**config.mk**
```make
export PLATFORM = sky130hd
export DESIGN_NAME = bpsk_demodulator
export DESIGN_NICKNAME = d
export VERILOG_FILES = /design/src/rtl/bpsk_pkg.sv /design/src/rtl/bpsk_integrate_dump.sv /design/src/rtl/bpsk_demodulator.sv
export SDC_FILE = /design/constraint.sdc
export NUM_CORES = 1
export LEC_CHECK = 0
export ABC_AREA = 1
export CAP_MARGIN = 20
export CORE_MARGIN = 2
export CORE_UTILIZATION = 35
export DETAILED_ROUTE_END_ITERATION = 10
export PLACE_DENSITY = 0.53
export SLEW_MARGIN = 0
export SYNTH_ARGS = -nofsm -noshare
export SYNTH_HDL_FRONTEND = slang
export SYNTH_SLANG_ARGS = --single-unit
export TNS_END_PERCENT = 1
```
**constraint.sdc**
```tcl
create_clock -name CLK -period 5.2 [get_ports CLK]
set_input_delay 1.04 -clock CLK [delete_from_list [all_inputs] [get_ports CLK]]
set_output_delay 1.04 -clock CLK [all_outputs]
set_load 0.05 [all_outputs]
```
**src/rtl/bpsk_pkg.sv**
```systemverilog
// Shared BPSK definitions: receive FSM states, polarity constants common with the
// modulator, and width helpers for the integrate-and-dump datapath.
package bpsk_pkg;

  typedef enum logic {
    IDLE = 1'b0,
    ACQ  = 1'b1
  } state_e;

  // Flag polarity, identical meaning on the modulator side.
  localparam logic FLAG_INVERT = 1'b0;
  localparam logic FLAG_PASS   = 1'b1;

  // One guard bit beyond clog2(SPS) keeps the sum of SPS full-scale samples exact.
  function automatic int acc_width(input int w, input int sps);
    return w + $clog2(sps) + 1;
  endfunction

  // Counter wide enough to hold the value n itself.
  function automatic int cnt_width(input int n);
    return (n < 2) ? 1 : $clog2(n + 1);
  endfunction

endpackage

```
**src/rtl/bpsk_integrate_dump.sv**
```systemverilog
// Integrate-and-dump over SPS samples with a sign slicer; emits a bit strobe and
// hard decision combinationally on the sample that closes each bit.
module bpsk_integrate_dump
  import bpsk_pkg::*;
#(
  parameter int SPS = 4,
  parameter int W   = 8
) (
  input  logic         clk_i,
  input  logic         rst_i,
  input  logic [W-1:0] sample_i,
  input  logic         take_i,
  input  logic         restart_i,
  output logic         bit_valid_o,
  output logic         bit_decision_o
);

  localparam int AW = acc_width(W, SPS);
  localparam int CW = cnt_width(SPS);

  logic signed [AW-1:0] acc_q, acc_d, sum_d, sample_ext;
  logic        [CW-1:0] cnt_q, cnt_d, cnt_inc;
  logic                 bit_done;

  assign sample_ext = {{(AW-W){sample_i[W-1]}}, sample_i};

  // A restart discards whatever was integrated and counts this sample as the first.
  always_comb begin
    sum_d    = (restart_i ? '0 : acc_q) + sample_ext;
    cnt_inc  = restart_i ? CW'(1) : cnt_q + CW'(1);
    bit_done = take_i && (cnt_inc == CW'(SPS));
    acc_d    = acc_q;
    cnt_d    = cnt_q;
    if (take_i) begin
      if (bit_done) begin
        acc_d = '0;
        cnt_d = '0;
      end else begin
        acc_d = sum_d;
        cnt_d = cnt_inc;
      end
    end
  end

  always_ff @(posedge clk_i or posedge rst_i) begin
    if (rst_i) begin
      acc_q <= '0;
      cnt_q <= '0;
    end else begin
      acc_q <= acc_d;
      cnt_q <= cnt_d;
    end
  end

  assign bit_valid_o    = bit_done;
  assign bit_decision_o = ~sum_d[AW-1];

endmodule

```
**src/rtl/bpsk_demodulator.sv**
```systemverilog
// BPSK receiver: SOF-framed integrate-and-dump, polarity correction with the
// Flag latched at SOF, and MSB-first reassembly of N-bit codewords (N >= 2).
module bpsk_demodulator
  import bpsk_pkg::*;
#(
  parameter int N   = 7,
  parameter int SPS = 4,
  parameter int W   = 8
) (
  input  logic         CLK,
  input  logic         RST,
  input  logic [W-1:0] SampleIn,
  input  logic         SampleValid,
  input  logic         SOF,
  input  logic         Flag,
  output logic [N-1:0] DataOut,
  output logic         DataValid,
  output logic         SyncErr
);

  localparam int BW = cnt_width(N);

  state_e        state_q;
  logic          flag_lat_q;
  logic [BW-1:0] bit_cnt_q;
  logic [N-1:0]  shift_q;
  logic [N-1:0]  data_q;
  logic          data_valid_q;
  logic          sync_err_q;

  logic          start_d, take_d, flag_eff_d, bit_corr_d, word_done_d;
  logic          bit_valid, bit_decision;
  logic [BW-1:0] bit_idx_d;
  logic [N-1:0]  word_d;

  assign start_d = SampleValid && SOF;
  assign take_d  = SampleValid && (start_d || (state_q == ACQ));

  bpsk_integrate_dump #(
    .SPS (SPS),
    .W   (W)
  ) u_integrate_dump (
    .clk_i          (CLK),
    .rst_i          (RST),
    .sample_i       (SampleIn),
    .take_i         (take_d),
    .restart_i      (start_d),
    .bit_valid_o    (bit_valid),
    .bit_decision_o (bit_decision)
  );

  // On an SOF cycle the live Flag applies, so SPS=1 decodes its first bit correctly.
  always_comb begin
    flag_eff_d  = start_d ? Flag : flag_lat_q;
    bit_corr_d  = (flag_eff_d == FLAG_PASS) ? bit_decision : ~bit_decision;
    bit_idx_d   = start_d ? '0 : bit_cnt_q;
    word_d      = {shift_q[N-2:0], bit_corr_d};
    word_done_d = bit_valid && (bit_idx_d == BW'(N - 1));
  end

  always_ff @(posedge CLK or posedge RST) begin
    if (RST) begin
      state_q      <= IDLE;
      flag_lat_q   <= FLAG_INVERT;
      bit_cnt_q    <= '0;
      shift_q      <= '0;
      data_q       <= '0;
      data_valid_q <= 1'b0;
      sync_err_q   <= 1'b0;
    end else begin
      data_valid_q <= 1'b0;
      // Any SOF seen while acquiring aborts an unfinished word.
      sync_err_q   <= start_d && (state_q == ACQ);
      if (start_d) begin
        flag_lat_q <= Flag;
      end
      if (bit_valid) begin
        shift_q   <= word_d;
        bit_cnt_q <= bit_idx_d + BW'(1);
      end else if (start_d) begin
        bit_cnt_q <= '0;
      end
      if (word_done_d) begin
        state_q      <= IDLE;
        bit_cnt_q    <= '0;
        data_q       <= word_d;
        data_valid_q <= 1'b1;
      end else if (start_d) begin
        state_q <= ACQ;
      end
    end
  end

  assign DataOut   = data_q;
  assign DataValid = data_valid_q;
  assign SyncErr   = sync_err_q;

endmodule

```
==> metrics.cfg <==
[outcome]
status = finished clean

[critical_path]
path_max_fanout = 13
critPathArrivalTime_ns = 3.32
startpoint_type = primary input
rr_startpoint = u_integrate_dump.acc_q[0]
cp.required_ns = 5.36
crit_path_max_incr_delay_ns = 0.44
cp_cell_sequence = clkdlybuf4s50_1 -> nand2_2 -> inv_2 -> nor2_1 -> ha_1 -> inv_1 -> fa_1 -> inv_1 -> nand3_1 -> nand3_1 -> nand2_1 -> nand2_1 -> nand2_1 -> nand2_1 -> o22ai_1
r2r_setup_slack_ns = 3.31
cp_slowest_cell = clkdlybuf4s50_1
r2r_cells = 13
r2r_end = u_integrate_dump.acc_q[8]
cpLargestDelayFamily = simple AND/OR/NAND/NOR gates
cp_common_cell = nand2_1
worstSetupPathType = in2reg
cp_num_buf_inv = 4
cp-end-kind = register

[floorplan]
ios = 22
rows = 27
core-area_mm2 = 0.00561
die_h_um = 80.8
die_w_um = 80.8
start_util = 0.368
dieArea_mm2 = 0.00652

[worst_hold_path]
hold_path_class = reg2reg
hold-path-cell-count = 2
hold_path_startpoint = DataOut[6]
worstHoldEndpoint = DataOut[6]

[logic_synthesis]
synthArstFlopShare = 1.00
synth_seq_cells = 34
syn_area_mm2 = 0.00206
synth.most_common_cell = nand2_1
synthCells = 264
synth_top_cell_area_share = 0.413
synth_nets = 291
synth_area_leader_cell = dfrtp_1
yosysWarnings = 0
synth-edff-count = 0
synth_cell_types = 31
synthTopCellsByArea = dfrtp_1 41%, nand2_1 12%, ha_1 7.9%
seq_area_frac_synth = 0.413
ys_top_cells_by_count = 65 x nand2_1, 43 x inv_1, 34 x dfrtp_1
avgSynthCellArea_um2 = 7.81
synthFlopType = dfrtp_1

[drt]
ant_nets = 0
dr_total_vias = 1616
wl_mm = 4.01
remaining_drc_errors = 0
avgViaCountPerCell = 4.48
drtPass1Iterations = 4
drt_iter0_markers = 55
route.detailed.wl_per_inst_um = 11.1

[flow_run]
drv_cap = 0

[timing]
tns_ns = 0
slew_violations = 0
whs_ns = 0.477
worst-slew-pin-transition_ns = 0.503
fin_skew_ns = 0.00952
maxSlewHeadroom = 0.664
fmax_mhz = 316
finalCritPeriodShare = 0.609
hold_violations = 0
finalSetupViolCount = 0
rsz0062_at_grt = false
min_period_ns = 3.17

[global_route]
grt_pass1_wl_mm = 7.38
grt_max_degree = 35
grt_use_total = 0.146
grt_pass1_vias = 1610
antenna_found_initial = 0
grt_overflow_total = 0

[clock_tree]
cts-buffers-inserted = 5
htreeDepth = 2
cts_tree = yes
root_buffer = clkbuf_8
cts_resized = 0
path_clk_slew_ns = 0.08
cts_setup_buffers = 0
clk_latency_ns = 0.28
ctsHoldBuffers = 0
cts_buffer_depth = 2
clock-sinks = 34

[place]
postPlaceCellArea_mm2 = 0.00233
dp_hpwl_mm = 3.01
gp_congestion = 0.872
port_buffers = 21

[power_and_ir_drop]
ir_worst_vdd_v = 0.000156
power.density_mw_per_mm2 = 430
power_leakage_nw = 1.32

[layout]
nNetsFinal = 315
final_area_mm2 = 0.00247
fill_cells = 591
syn_to_final_growth_pct = 19.8
diodes = 0
drive_gt1_frac = 0.0969
multi_input_area_um2 = 991
regArea_um2 = 851

## where the power goes
group | total, mW | switching [mW] | internal [mW]
Sequential | 0.350 | 0.0230 | 0.327
Clock | 0.293 | 0.101 | 0.192
Combinational | 0.420 | 0.259 | 0.160
## registers in the layout (all words and copies together) (netlist names)
| signal | flops |
|---|---|
| DataOut | 7 |
| DataValid | 1 |
| SyncErr | 1 |
| bit_cnt_q | 3 |
| flag_lat_q | 1 |
| shift_q | 6 |
| state_q | 1 |
| u_integrate_dump.acc_q | 11 |
| u_integrate_dump.cnt_q | 3 |
## worst max path at each step
stage / startpoint / endpoint / slack, ns / cells past startpoint
2_1_floorplan: SOF / u_integrate_dump.acc_q[8] / 2.41 / 16
3_3_place_gp: SampleValid / u_integrate_dump.acc_q[8] / 1.76 / 15
3_5_place_dp: SampleValid / u_integrate_dump.acc_q[8] / 1.74 / 15
4_1_cts: SampleValid / u_integrate_dump.acc_q[8] / 2.04 / 15
5_1_grt: SampleValid / shift_q[0] / 1.80 / 13
6_report: SampleValid / u_integrate_dump.acc_q[8] / 2.03 / 15
## final cells by class
| type | instances | share of cell area |
|---|---|---|
| multi-input cells | 177 | 0.401 |
| flip-flops and latches | 34 | 0.344 |
| repair buffers | 22 | 0.0881 |
| inverters | 48 | 0.0740 |
| well taps | 72 | 0.0365 |
| clock buffers | 5 | 0.0279 |
| clock inverters | 3 | 0.0279 |
## metal layers
layer / share of wire / global-route usage / wire [µm]
met2: 0.43 / 0.224 / 1720
met4: 0.0085 / 0.0407 / 34
met5: 0 / 0 / 0
met1: 0.52 / 0.210 / 2100
met3: 0.041 / 0.0300 / 165
## worst min-delay path: stages (launching register included)
cell	delay, ns
dfrtp_1	0.35
nand2_1	0.05
nand2_1	0.04
## cell families (layout without fill, tap and decap cells)
family                   Yosys count  count (layout)  synth area share
AND/OR/NAND/NOR                  118             118             0.254
buffers and inverters             53              78             0.107
adder cells (fa/ha/maj)           14              14            0.0886
AO/OA/AOI/OAI                     41              41             0.121
flip-flops                        34              34             0.413
XOR/XNOR                           4               4            0.0170
## cell usage in the layout (no fill, tap or decap), drive strengths merged, types with 2 or more instances in the layout
| cell type | instances |
|---|---|
| a21oi | 7 |
| bufinv | 2 |
| clkbuf | 5 |
| clkdlybuf4s50 | 21 |
| dfrtp | 34 |
| ha | 13 |
| inv | 48 |
| nand2 | 69 |
| nand3 | 16 |
| nand4 | 2 |
| nor2 | 29 |
| o21ai | 21 |
| o21bai | 2 |
| o22ai | 8 |
| xnor2 | 2 |
| xor2 | 2 |
## through the flow
stage | power [mW] | instances | util | setup slack [ns]
floorplan | 0.688 | 264 | - | 2.41
global placement | 0.773 | 353 | 0.416 | 1.76
detailed placement | 0.775 | 353 | 0.416 | 1.74
CTS | 1.07 | 361 | 0.440 | 2.04
global route | 1.17 | 361 | 0.440 | 1.80
finish | 1.06 | 361 | 0.440 | 2.03
Power figures use the tool's default switching activity.
==> RTL edit 1: new RTL, config.mk and constraints unchanged <==
Change the parameter `N` from 7 to 8.
--- a/src/rtl/bpsk_demodulator.sv
+++ b/src/rtl/bpsk_demodulator.sv
@@ -3,7 +3,7 @@
 module bpsk_demodulator
   import bpsk_pkg::*;
 #(
-  parameter int N   = 7,
+  parameter int N   = 8,
   parameter int SPS = 4,
   parameter int W   = 8
 ) (
Ports: changed (resized DataOut); port bits go from 22 to 23. The function was not compared with the original's and may differ.
==> RTL edit 1 against the original RTL <==
  * Synthesized area is 0.55% higher
  * Worst setup slack better by 0.0061 ns
  * Combinational power is 16% lower
  * Routed wire length is 6.4% higher
  * Power is 12% lower
  * Non-clock buffer count is 1 higher
  * Sequential cell count is 3 higher
  * Cell area is 0.15% lower
  * Critical path type unchanged
  * Critical endpoint is now u_integrate_dump.acc_q[6]$_DFFE_PP0P_
==> RTL edit 1: results (changes against the original RTL) <==
| Metric | Value |
|---|---|
| DRT iter0 DRCs | 87 (was 55) |
| Top routing layer used | met4 (unchanged) |
| Buffers added on ports | 22 (was 21) |
| CP Max Fanout | 15 (was 13) |
| Final WL | 4270 um (was 4010 um) |
| FILL cells | 622 (was 591) |
| First-pass GRT wire length | 7410 um (was 7380 um) |
| Placed Area | 2370 sq um (was 2330 sq um) |
| Peak supply drop | 152 uV (was 156 uV) |
| Reg2Reg Depth | 10 (was 13) |
| Main area contributors after synthesis | dfrtp_1 (45%), nand2_1 (13%), inv_1 (7.4%) (was dfrtp_1 (41%), nand2_1 (12%), ha_1 (7.9%)) |
| Largest net degree at the start of global routing | 38 (was 35) |
| Placed cell count | 365 (was 353) |
| Met2 Use GR | 22.5% (was 22.4%) |
| Top reg by flops | u_integrate_dump.acc_q (unchanged) |
| Crit path launch | SOF (was SampleValid) |
| Post-synth top cells | nand2_1 (72), inv_1 (41), dfrtp_1 (37) (was nand2_1 (65), inv_1 (43), dfrtp_1 (34)) |
| DP HPWL | 3040 um (was 3010 um) |
| Hold Path Origin | shift_q[6]$_DFFE_PP0P_ (was DataOut[6]$_DFFE_PP0P_) |
| Synthesized area per cell | 7.62 sq um (was 7.81 sq um) |
| All-layer global routing usage | 14.5% (was 14.6%) |
| Status | finished clean (unchanged) |
| Worst slack at placement | 1.74 ns (about the same) |
| DRT met1 WL | 2230 um (was 2100 um) |
| Vias | 1,682 (was 1,616) |
| R2R Setup Slk | 2.92 ns (was 3.31 ns) |
| Slowest stage delay, CP | 0.47 ns (was 0.44 ns) |
| Worst hold slack | 0.483 ns (was 0.477 ns) |
| Final nets | 323 (was 315) |
| Kind of cell adding the most delay to the critical path | buffers and inverters (was simple AND/OR/NAND/NOR gates) |
| Tmin final | 3.16 ns (was 3.17 ns) |
| Met3 routed WL | 129 um (was 165 um) |
| Clk_skew | 0.00957 ns (was 0.00952 ns) |
| Syn Nets | 298 (was 291) |
| Grt met1 use | 20.1% (was 21.0%) |
| Worst R2R Start | u_integrate_dump.cnt_q[0]$_DFFE_PP0P_ (was u_integrate_dump.acc_q[0]$_DFFE_PP0P_) |
| Share of cells above drive strength 1 | 6.38% (was 9.69%) |
| Syn. warnings | 0 (unchanged) |
| Met2 wire length | 1850 um (was 1720 um) |
| Worst Hold Endpoint | DataOut[7]$_DFFE_PP0P_ (was DataOut[6]$_DFFE_PP0P_) |
| Crit path to | u_integrate_dump.acc_q[6]$_DFFE_PP0P_ (was u_integrate_dump.acc_q[8]$_DFFE_PP0P_) |
-- RTL edit 1: layout make-up --
cell class | count | area (sq um) | share of cell area (%)
clock inverters | 2 | 13.8 | 0.558
repair buffers | 23 | 228 | 9.23
flip-flops and latches | 37 | 926 | 37.5
well taps | 75 | 93.8 | 3.81
multi-input cells | 186 | 957 | 38.8
clock buffers | 6 | 82.6 | 3.35
inverters | 44 | 165 | 6.70
-- RTL edit 1: kinds of logic after synthesis --
group,count (synthesis),synth area share [%]
buffers and inverters,49,9.17
and+or+nand+nor,124,24.7
adders and majority gates,13,8.21
DFF,37,44.7
AOI/OAI and AO/OA,45,11.6
xor gates and xnor gates,4,1.69
-- RTL edit 1: report_power, final --
part | total [uW] | internal, uW | switching (uW)
registers | 366 | 343 | 22.5
logic | 352 | 135 | 217
clock network | 216 | 108 | 108
total | 933 | 586 | 347
==> RTL edit 2: new RTL, same settings <==
Without the edit above. Make the reset (`RST` and `rst_i`) synchronous in 2 clocked blocks.
--- a/src/rtl/bpsk_integrate_dump.sv
+++ b/src/rtl/bpsk_integrate_dump.sv
@@ -42,7 +42,7 @@
     end
   end
 
-  always_ff @(posedge clk_i or posedge rst_i) begin
+  always_ff @(posedge clk_i) begin
     if (rst_i) begin
       acc_q <= '0;
       cnt_q <= '0;
--- a/src/rtl/bpsk_demodulator.sv
+++ b/src/rtl/bpsk_demodulator.sv
@@ -58,7 +58,7 @@
     word_done_d = bit_valid && (bit_idx_d == BW'(N - 1));
   end
 
-  always_ff @(posedge CLK or posedge RST) begin
+  always_ff @(posedge CLK) begin
     if (RST) begin
       state_q      <= IDLE;
       flag_lat_q   <= FLAG_INVERT;
Check against the original RTL: differs if RST is asserted again (counterexample within 4 cycles, from zero or initial values and one cycle with RST high); with RST held inactive, the same outputs for 10 cycles.
==> RTL edit 2 against the original RTL <==
  * Synthesized cell count grew 6.8%
  * Cell area shrank 3.8%
  * Sequential cell count unchanged
  * Worst setup slack got worse by 0.0039 ns
  * Count of clock-buffer cells in the layout is 1 higher
  * Synthesized area fell by 2.5%
  * Critical path type unchanged
  * Routed wire length increased by 7.7%
Power is not compared: it rests on default switching activity, and its combinational part moved more than twofold at a synthesized area within 25%.
==> RTL edit 2: results (changes against the original RTL) <==
| Metric | Value |
|---|---|
| Kind of cell adding the most delay to the critical path | simple AND/OR/NAND/NOR gates (unchanged) |
| CP Max Fanout | 13 (unchanged) |
| Sequential-cell power consumption | around 270 uW |
| DP HPWL | 3230 um (was 3010 um) |
| Adder-cell share of the synthesized area | 9.09% (was 8.86%) |
| Clk_skew | 0.00353 ns (was 0.00952 ns) |
| Post-synthesis cell type count | 35 (was 31) |
| Top reg by flops | u_integrate_dump.acc_q (unchanged) |
| Final nets | 331 (was 315) |
| Syn Nets | 309 (was 291) |
| XOR/XNOR Fraction of Synth Area | 0.872% (was 1.70%) |
| Crit path launch | SOF (was SampleValid) |
| Status | finished clean (unchanged) |
| RR Endpoint | shift_q[0]$_SDFFE_PP0P_ (was u_integrate_dump.acc_q[8]$_DFFE_PP0P_) |
| Initial antenna violation count | 0 (unchanged) |
| Vias in the first global route | 1,667 (was 1,610) |
| DRT iter0 DRCs | 53 (was 55) |
| GP Congestion | 0.832 (was 0.872) |
| Worst slack at placement | 1.71 ns (was 1.74 ns) |
| Layout Cells excl Fill | 377 (was 361) |
| Drt wl/cell | 11.5 um (was 11.1 um) |
| Clock Power Share | a little over a third |
| Main area contributors after synthesis | dfxtp_1 (34%), nand2_1 (9.5%), ha_1 (8.1%) (was dfrtp_1 (41%), nand2_1 (12%), ha_1 (7.9%)) |
| Buffers added on ports | 21 (unchanged) |
| Worst R2R Start | u_integrate_dump.acc_q[0]$_SDFFE_PP0P_ (was u_integrate_dump.acc_q[0]$_DFFE_PP0P_) |
| Register area | 681 sq um (was 851 sq um) |
| First-pass GRT wire length | 7520 um (was 7380 um) |
| Compound-cell area share of the yosys netlist | 15.8% (was 12.1%) |
| Grt met1 use | 20.1% (was 21.0%) |
| Met2 wire length | 1880 um (was 1720 um) |
| CTS Buffer Depth | 2 (unchanged) |
| DRT met1 WL | 2250 um (was 2100 um) |
| All-layer global routing usage | 15.1% (was 14.6%) |
| Largest net degree at the start of global routing | 19 (was 35) |
| Met3 Resource Use GR | 3.73% (was 3.00%) |
| Met3 routed WL | 152 um (was 165 um) |
| Placed Area | 2280 sq um (was 2330 sq um) |
| Ys async rst share | 0% (was 100%) |
| Worst slew pin tran | 0.704 ns (was 0.503 ns) |
| Tmin final | 3.17 ns (about the same) |
| Seq/Total Area, Yosys | 33.9% (was 41.3%) |
| Pint | 416 uW |
| Post-synth top cells | nand2_1 (51), inv_1 (43), dfxtp_1 (34) (was nand2_1 (65), inv_1 (43), dfrtp_1 (34)) |
| Synthesized area per cell | 7.13 sq um (was 7.81 sq um) |
| R2R Setup Slk | 3.32 ns (was 3.31 ns) |
| Share of cells above drive strength 1 | 10.5% (was 9.69%) |
| Placed cell count | 369 (was 353) |
| Met2 Use GR | 23.9% (was 22.4%) |
| FILL cells | 599 (was 591) |
| Vias | 1,751 (was 1,616) |
| Worst path slowest cell | clkdlybuf4s50_1 (unchanged) |
| CTS root buf | clkbuf_8 (unchanged) |
| Most common flop cell mapped by yosys | dfxtp_1 (was dfrtp_1) |
| Crit path DAT | 3.36 ns (was 3.32 ns) |
[RTL edit 2: how the worst min path moves through the flow]
| stage | cells past startpoint | slack [ns] | from | endpoint |
|---|---|---|---|---|
| 3_3_place_gp | 2 | 0.46 | u_integrate_dump.acc_q[5]$_SDFFE_PP0P_ | u_integrate_dump.acc_q[5]$_SDFFE_PP0P_ |
| 5_1_grt | 2 | 0.49 | u_integrate_dump.acc_q[7]$_SDFFE_PP0P_ | u_integrate_dump.acc_q[7]$_SDFFE_PP0P_ |
| 2_1_floorplan | 2 | 0.45 | u_integrate_dump.acc_q[0]$_SDFFE_PP0P_ | u_integrate_dump.acc_q[0]$_SDFFE_PP0P_ |
| 3_5_place_dp | 2 | 0.46 | u_integrate_dump.acc_q[5]$_SDFFE_PP0P_ | u_integrate_dump.acc_q[5]$_SDFFE_PP0P_ |
| 6_report | 2 | 0.47 | u_integrate_dump.acc_q[0]$_SDFFE_PP0P_ | u_integrate_dump.acc_q[0]$_SDFFE_PP0P_ |
| 4_1_cts | 2 | 0.47 | u_integrate_dump.acc_q[5]$_SDFFE_PP0P_ | u_integrate_dump.acc_q[5]$_SDFFE_PP0P_ |
[RTL edit 2: cells by family (layout without fill, tap and decap cells)]
group	count (synthesis)	in the layout
and+or+nand+nor	122	122
xor gates and xnor gates	2	2
adders and majority gates	14	14
buffers and inverters	54	77
DFF	34	34
AOI/OAI and AO/OA	56	56
[RTL edit 2: final cells by class]
cell class | instances | share of cell area (%)
multi-input combinational | 194 | 46.7
inverter | 47 | 7.74
tap | 72 | 3.79
sequential | 34 | 28.6
clock buffer | 6 | 3.48
clock inverter | 2 | 0.527
timing repair buffer | 22 | 9.16
[RTL edit 2: worst min-delay path: stages (launching register included)]
cell and delay [ns]:
dfxtp_1 0.31, nand2_1 0.06, a21oi_1 0.05
